`src/rtl/muldiv_ctrl_if.sv`:
```
// EX-stage request/response bundle for the HI/LO multiply/divide sequencer.
// The master modport is the issuing pipeline stage; the slave modport is muldiv_ctrl.
interface muldiv_ctrl_if;
    logic        op_valid;
    logic [2:0]  op;
    logic [31:0] a;
    logic [31:0] b;
    logic        cancel;
    logic        busy;
    logic        done;
    logic [31:0] hi;
    logic [31:0] lo;

    modport master (output op_valid, op, a, b, cancel, input busy, done, hi, lo);
    modport slave  (input op_valid, op, a, b, cancel, output busy, done, hi, lo);
endinterface

```
`src/rtl/muldiv_ctrl.sv`:
```
// HI/LO owner: latency-timed multiply, radix-2 restoring divide, single-cycle MTHI/MTLO.
// Define DIV_ZERO_FAST_EN to finish divide-by-zero in one busy cycle instead of 33.
module muldiv_ctrl #(
    parameter int MUL_CYCLES = 2
) (
    input  logic         clk,
    input  logic         reset,
    muldiv_ctrl_if.slave bus
);
    typedef enum logic [1:0] {IDLE, MUL, DIV, FIX} state_t;

    localparam logic [2:0] OP_MULT  = 3'd0;
    localparam logic [2:0] OP_MULTU = 3'd1;
    localparam logic [2:0] OP_DIV   = 3'd2;
    localparam logic [2:0] OP_DIVU  = 3'd3;
    localparam logic [2:0] OP_MTHI  = 3'd4;
    localparam logic [2:0] OP_MTLO  = 3'd5;

    localparam logic [5:0] MUL_LAST = 6'(MUL_CYCLES - 1);
    localparam logic [5:0] DIV_LAST = 6'd31;

    state_t      state, state_nxt;
    logic [5:0]  cnt;
    logic [32:0] mul_a, mul_b;
    logic [31:0] rem, quo, dvs;
    logic        qneg, rneg;
    logic [31:0] hi_q, lo_q;
    logic        done_q;

    logic        accept, is_signed, div_zero_fast, mul_fin, fix_fin;
    logic [31:0] abs_a, abs_b;
    logic [63:0] prod;
    logic [32:0] rem_shift, rem_trial;

    assign bus.busy = (state != IDLE);
    assign bus.done = done_q;
    assign bus.hi   = hi_q;
    assign bus.lo   = lo_q;

    // NOTE: every always_comb output gets a default first so no path can infer a latch.
    always_comb begin
        is_signed = (bus.op == OP_MULT) || (bus.op == OP_DIV);
        abs_a     = (is_signed && bus.a[31]) ? -bus.a : bus.a;
        abs_b     = (is_signed && bus.b[31]) ? -bus.b : bus.b;
`ifdef DIV_ZERO_FAST_EN
        div_zero_fast = (bus.b == 32'd0);
`else
        div_zero_fast = 1'b0;
`endif
        // Operands are already 33-bit extended; the low 64 bits of the wrapped product are exact.
        prod      = {{31{mul_a[32]}}, mul_a} * {{31{mul_b[32]}}, mul_b};
        rem_shift = {rem, quo[31]};
        rem_trial = rem_shift - {1'b0, dvs};

        state_nxt = state;
        accept    = 1'b0;
        case (state)
            IDLE: begin
                if (bus.op_valid && !bus.cancel) begin
                    accept = 1'b1;
                    if (bus.op == OP_MULT || bus.op == OP_MULTU) begin
                        state_nxt = MUL;
                    end else if (bus.op == OP_DIV || bus.op == OP_DIVU) begin
                        state_nxt = div_zero_fast ? FIX : DIV;
                    end
                end
            end
            MUL:     if (bus.cancel || cnt == MUL_LAST) state_nxt = IDLE;
            DIV:     if (bus.cancel) state_nxt = IDLE;
                     else if (cnt == DIV_LAST) state_nxt = FIX;
            FIX:     state_nxt = IDLE;
            default: state_nxt = IDLE;
        endcase

        mul_fin = (state == MUL) && !bus.cancel && (cnt == MUL_LAST);
        fix_fin = (state == FIX) && !bus.cancel;
    end

    always_ff @(posedge clk) begin
        if (reset) state <= IDLE;
        else       state <= state_nxt;
    end

    // NOTE: state is updated with non-blocking assignments so every register sees pre-edge values.
    always_ff @(posedge clk) begin
        if (reset) begin
            cnt    <= '0;
            mul_a  <= '0;
            mul_b  <= '0;
            rem    <= '0;
            quo    <= '0;
            dvs    <= '0;
            qneg   <= 1'b0;
            rneg   <= 1'b0;
            hi_q   <= '0;
            lo_q   <= '0;
            done_q <= 1'b0;
        end else begin
            done_q <= mul_fin || fix_fin;
            cnt    <= (state == MUL || state == DIV) ? cnt + 6'd1 : 6'd0;

            if (accept) begin
                case (bus.op)
                    OP_MTHI: hi_q <= bus.a;
                    OP_MTLO: lo_q <= bus.a;
                    OP_MULT, OP_MULTU: begin
                        mul_a <= {is_signed & bus.a[31], bus.a};
                        mul_b <= {is_signed & bus.b[31], bus.b};
                    end
                    OP_DIV, OP_DIVU: begin
                        if (div_zero_fast) begin
                            // Raw a and all-ones quotient bypass the sign fix-up.
                            rem  <= bus.a;
                            quo  <= '1;
                            qneg <= 1'b0;
                            rneg <= 1'b0;
                        end else begin
                            rem  <= '0;
                            quo  <= abs_a;
                            dvs  <= abs_b;
                            qneg <= is_signed & (bus.a[31] ^ bus.b[31]);
                            rneg <= is_signed & bus.a[31];
                        end
                    end
                    default: ;
                endcase
            end

            if (state == DIV) begin
                if (!rem_trial[32]) begin
                    rem <= rem_trial[31:0];
                    quo <= {quo[30:0], 1'b1};
                end else begin
                    rem <= rem_shift[31:0];
                    quo <= {quo[30:0], 1'b0};
                end
            end

            if (mul_fin) {hi_q, lo_q} <= prod;
            if (fix_fin) begin
                hi_q <= rneg ? -rem : rem;
                lo_q <= qneg ? -quo : quo;
            end
        end
    end
endmodule

```
`src/flat_wrapper.sv`:
```
// flat-port wrapper written by rule: the top's interface ports become plain ports
module muldiv_ctrl_flat 
#(
    parameter int MUL_CYCLES = 2
)
  (clk, reset, bus_op_valid, bus_op, bus_a, bus_b, bus_cancel, bus_busy, bus_done, bus_hi, bus_lo);
  muldiv_ctrl_if bus_i ();
  input  logic clk;
  input  logic reset;
  input wire logic [$bits(bus_i.op_valid)-1:0] bus_op_valid;
  input wire logic [$bits(bus_i.op)-1:0] bus_op;
  input wire logic [$bits(bus_i.a)-1:0] bus_a;
  input wire logic [$bits(bus_i.b)-1:0] bus_b;
  input wire logic [$bits(bus_i.cancel)-1:0] bus_cancel;
  output wire logic [$bits(bus_i.busy)-1:0] bus_busy;
  output wire logic [$bits(bus_i.done)-1:0] bus_done;
  output wire logic [$bits(bus_i.hi)-1:0] bus_hi;
  output wire logic [$bits(bus_i.lo)-1:0] bus_lo;
  assign bus_i.op_valid = bus_op_valid;
  assign bus_i.op = bus_op;
  assign bus_i.a = bus_a;
  assign bus_i.b = bus_b;
  assign bus_i.cancel = bus_cancel;
  assign bus_busy = bus_i.busy;
  assign bus_done = bus_i.done;
  assign bus_hi = bus_i.hi;
  assign bus_lo = bus_i.lo;
  muldiv_ctrl #(.MUL_CYCLES(MUL_CYCLES)) u_core (.clk(clk), .reset(reset), .bus(bus_i));
endmodule
```
`config.mk`:
```
export PLATFORM = sky130hd
export DESIGN_NAME = muldiv_ctrl_flat
export DESIGN_NICKNAME = d
export VERILOG_FILES = /design/src/rtl/muldiv_ctrl_if.sv /design/src/rtl/muldiv_ctrl.sv /design/src/flat_wrapper.sv
export SDC_FILE = /design/constraint.sdc
export NUM_CORES = 2
export LEC_CHECK = 0
export CORE_MARGIN = 4
export CORE_UTILIZATION = 45
export CTS_CLUSTER_DIAMETER = 40
export DETAILED_ROUTE_END_ITERATION = 6
export HOLD_SLACK_MARGIN = 0.03
export PLACE_DENSITY_LB_ADDON = 0.15
export REMOVE_ABC_BUFFERS = 1
export SLEW_MARGIN = 20
export SYNTH_ARGS = -nofsm -noshare
export SYNTH_HDL_FRONTEND = slang
export SYNTH_SLANG_ARGS = --single-unit
```
`constraint.sdc`:
```
create_clock -name clk -period 11.8 [get_ports clk]
set_input_delay 1.77 -clock clk [delete_from_list [all_inputs] [get_ports clk]]
set_output_delay 1.77 -clock clk [all_outputs]
set_load 0.02 [all_outputs]
```
-- Yosys cells after proc, flatten, opt, wreduce, memory -nomap -nowiden
Index checks and enable logic that the tools add are counted.
- word-level logic and storage cells: 97
- output and inout port bits: 66
- flip-flop bits (word level): 237
- reductions and logical operators: 30
- multiply operators: 1
- mux-type cells: 29
- eq/ne operators: 14
- $add $sub $neg: 6
- bitwise gates (word level): 5
- operators by type and width (kind ; number):
    two-way mux 32 bit ; 19
    negation 32 bit ; 4
    multiplier 33 x 33 -> 64 bit ; 1
    subtractor 33 x 32 -> 33 bit ; 1
    two-way mux 2 bit ; 6
    AND reduction 2 bit ; 5
    nonzero test 3 bit ; 3
    case mux 2 bit (4 select lines) ; 1
    adder 6 x 1 -> 6 bit (second input constant) ; 1
    == test 3 x 2 -> 1 bit (second input constant) ; 2
    == test 3 bit (second input constant) ; 2
    == test 6 x 1 -> 1 bit (second input constant) ; 1
    == test 6 x 5 -> 1 bit (second input constant) ; 1
    logical AND 1 bit ; 6
    logical OR 1 bit ; 6
    nonzero test 2 bit ; 3
    OR reduction 2 bit ; 3
    == test 2 bit (second input constant) ; 2
    inequality test 2 x 1 -> 1 bit (second input constant) ; 2
    AND reduction 4 bit ; 1
    AND 1 bit ; 3
    == test 3 x 1 -> 1 bit (second input constant) ; 1
    logical NOT 3 bit ; 1
    two-way mux 1 bit ; 3
    other kinds (7) ; 7

-- Depth between registers and ports, before layout
- depth after elaboration: 7
- mapped depth: 31
- gate-level depth less buffers: 29

-- Least setup slack after synthesis
Ideal clock, no wire load.
- path kind: reg2reg
- start: register u_core.mul_b[0]
- end: register u_core.hi_q[29] (netlist: u_core.bus.hi[29])
- data arrival time: 7.550 ns
- library setup time: 0.135 ns
- stages on the path, launching flop included: 30
- path buffers: 1
- period minus slack after synthesis: 7.686 ns
- path slack: 4.114 ns
- cells stage by stage: dfxtp_1 -> clkbuf_1 -> nand2_1 -> inv_1 -> fa_1 -> inv_1 -> fa_1 -> inv_1 -> fa_1 -> inv_1 -> fa_1 -> inv_1 -> fa_1 -> fa_1 -> fa_1 -> inv_1 -> fa_1 -> inv_1 -> ha_1 -> a21o_1 -> a21o_1 -> a21oi_1 -> nand4b_1 -> o311ai_0 -> a311oi_1 -> o41ai_1 -> a311oi_1 -> o21ai_2 -> a2111oi_0 -> a311oi_1
- word-level cells in the longest chain between the ends: 3
- RTL lines (what ; RTL line ; RTL):
    from (decl) ; muldiv_ctrl.sv:24 ; logic [32:0] mul_a, mul_b;
    from (signal assigned) ; muldiv_ctrl.sv:108 ; mul_b <= {is_signed & bus.b[31], bus.b};
    multiplier 33 x 33 -> 64 bit ; muldiv_ctrl.sv:51 ; prod = {{31{mul_a[32]}}, mul_a} * {{31{mul_b[32]}}, mul_b};
    two-way mux 32 bit ; muldiv_ctrl.sv:139 ; if (mul_fin) {hi_q, lo_q} <= prod;
    two-way mux 32 bit ; muldiv_ctrl.sv:140 ; if (fix_fin) begin
    to (signal assigned) ; muldiv_ctrl.sv:104 ; OP_MTHI: hi_q <= bus.a;
    to (signal assigned) ; muldiv_ctrl.sv:139 ;
    to (signal assigned) ; muldiv_ctrl.sv:141 ; hi_q <= rneg ? -rem : rem;
    to (decl) ; muldiv_ctrl.sv:27 ; logic [31:0] hi_q, lo_q;
Every way passes these cells.
A chain may end at the register's enable or synchronous reset.

-- Worst setup path after layout
- start: register u_core.mul_b[20]
- end: register u_core.hi_q[29] (netlist: u_core.bus.hi[29])
Same word-level chain as after synthesis.

==> impl_metrics.ini <==
[clocking]
cts_buffers = 36
cts.sinks = 237
cts_setup_buffers = 0
clock_latency_ns = 0.57
clockBufferDepth = 3
cts_root_buf = clkbuf_16
cts_hold_buffers = 0
cts_tree = built
path_clk_slew_ns = 0.06
htree_num_levels = 2
ctsResizeCount = 0

[placed_design]
port-buffer-count = 136
gp_congestion = 0.8876
place_hpwl_um = 123600

[cells_and_area]
syn_to_final_growth_pct = 7.388
num-nets-final = 7356
layout_commonest_cell = inv_1
num-fill-cells = 11243
multi_input_area_sq_mm = 0.04187
drive_gt1_share_pct = 3.691
ff_latch_area_sq_mm = 0.004767
final_cell_mix = inv_1, fa_1, nand2_1, and2_1, a21oi_1

[synth]
ys.flop_type = dfxtp_1
synth-edff-count = 0
ys_ff_latch = 237
ys_warn_count = 0
ys_async_sr_fraction_pct = 0
yosysUniqueCellTypes = 86
synth_seq_area_share_pct = 9.076
syn_area_sq_mm = 0.05228
syn_avg_cell_area_sq_um = 8.720
synth_top_area_cell = fa_1
synth.top_cells.by_area = fa_1, dfxtp_1, inv_1
postSynthCellCount = 5995
synth_top_cell_area_share_pct = 43.12

[die]
die_y_um = 348.8
rows = 124
die_x_um = 348.8
ios = 137
fp.dieArea_sq_mm = 0.1217
core_area_sq_mm = 0.1148
start_util_pct = 45.53

[sta]
fmax_ghz = 0.1112
setup_tns_ns = 0
rsz0062_at_grt = no
final-hold-violation-count = 0
maxSlewViolCount = 0
max_slew_margin_pct = 26.03
finalCritPeriodShare_pct = 76.23
skew_ns = 0.03800
tightestPinTransition_ns = 1.108
setup_viol = 0
layout_min_cycle_time_ns = 8.995

[setup_path]
worstSetupPathType = reg -> reg
crit_buf_inv = 4
max_stage_delay_ns = 1.05
critPathTopFamily = adder cells
endpoint_kind = flip-flop
cp_data_arrival_time_ns = 9.43
crit_slowest_cell = dfxtp_1
startpoint_type = flip-flop
cpMostUsedCell = fa_1
cp_max_fo = 21
required_ns = 12.23

[detailed_routing]
vias = 40253
first_pass_iters = 7
drc_errors = 0
drt_iter0_drc = 2762
viasPerCell = 5.405
final_antenna_net_count = 0
drt-wirelength-per-cell_um = 20.89
wirelength_um = 155600

[min_path]
holdCritPathClass = reg -> reg

[status]
status = completed

[global_route]
grt_max_degree = 80
antenna_found_initial = 6
grt_usage_pct = 26.19
grt_pass1_vias = 42120
grt_pass1_wl_um = 247600
overflow = 0

[power]
design_power_total_mw = 4.176
power.leakage_nw = 27.03
peakVddDrop_uv = 201.5
powerDensity_mw_per_mm2 = 74.39

[run]
drv_cap = 0
cells by family (layout without fill, tap and decap cells):
logic type / count (synthesis) / in the layout / share of synthesized area (%)
AND/OR/NAND/NOR: 1871 / 1871 / 17.31
buffers and inverters: 1501 / 1439 / 10.93
adder cells (fa/ha/maj): 1380 / 1380 / 49.20
AO/OA/AOI/OAI: 771 / 771 / 9.478
flip-flops: 237 / 237 / 9.076
XOR/XNOR: 207 / 207 / 3.468
multiplexers: 28 / 28 / 0.5385
other: 0 / 3 / 0
tightest hold or removal path: stages (launching register included):
cell and delay [ns]:
dfxtp_1 0.30, nand2_1 0.05, a21oi_1 0.05
flip-flops by register name, summed over array words and instances, names as in the netlist, 2 cells and up:
name	flops
u_core.bus.hi	32
u_core.bus.lo	32
u_core.cnt	6
u_core.dvs	32
u_core.mul_a	33
u_core.mul_b	33
u_core.quo	32
u_core.rem	32
u_core.state	2
cell usage after synthesis, drive strengths merged (30+ instances only):
| master | count |
|---|---|
| nand2 | 888 |
| a211oi | 68 |
| xor2 | 80 |
| nor3 | 30 |
| xnor2 | 127 |
| nor2b | 39 |
| clkbuf | 329 |
| dfxtp | 237 |
| nand3 | 33 |
| a21oi | 273 |
| o211ai | 44 |
| ha | 254 |
| inv | 1152 |
| o21ai | 128 |
| and2 | 543 |
| nor2 | 194 |
| a21o | 57 |
| o31ai | 34 |
| fa | 1126 |
per-stage QoR:
stage	hold slack [ns]	instance area (sq um)	worst slack, ns	instances	utilization, %
final	0.4482	56140	2.805	7448	48.90
after global placement	0.4379	54850	2.995	7379	47.78
after detailed placement	0.4423	54850	2.919	7379	47.78
after global routing	0.4730	56140	2.454	7447	48.90
after CTS	0.4499	56130	2.880	7445	48.89
after floorplan	0.4303	50890	0.1172	5646	-
power breakdown:
group          total, mW  switching [mW]  internal, mW
clock               1.16           0.474         0.687
sequential          1.01           0.133         0.879
combinational       2.00            1.18         0.826
routing by layer:
layer	track usage (%)	routed length, um	vias to the layer above
li1	-	-	18122
met1	36.21	66970	20756
met2	44.14	75520	1144
met3	2.989	8635	231
met4	6.741	4429	0
met5	0	0	-
layout make-up:
| class | count | area share, % |
|---|---|---|
| Antenna cell | 3 | 0.01337 |
| Timing Repair Buffer | 221 | 3.564 |
| Tap cell | 1512 | 3.370 |
| Multi-Input combinational cell | 4257 | 74.58 |
| Inverter | 1152 | 7.702 |
| Sequential cell | 237 | 8.491 |
| Clock buffer | 39 | 1.698 |
| Clock inverter | 27 | 0.5772 |
worst paths after layout:
path	start	to	slack (ns)	cells after the start
max reg2reg	u_core.mul_b[20]	u_core.bus.hi[29]	2.80	25
min	u_core.bus.lo[14]	u_core.bus.lo[14]	0.45	2
max	u_core.mul_b[20]	u_core.bus.hi[29]	2.80	25
min reg2reg	u_core.bus.lo[14]	u_core.bus.lo[14]	0.45	2
No activity file was read; power rests on OpenSTA's default activity.
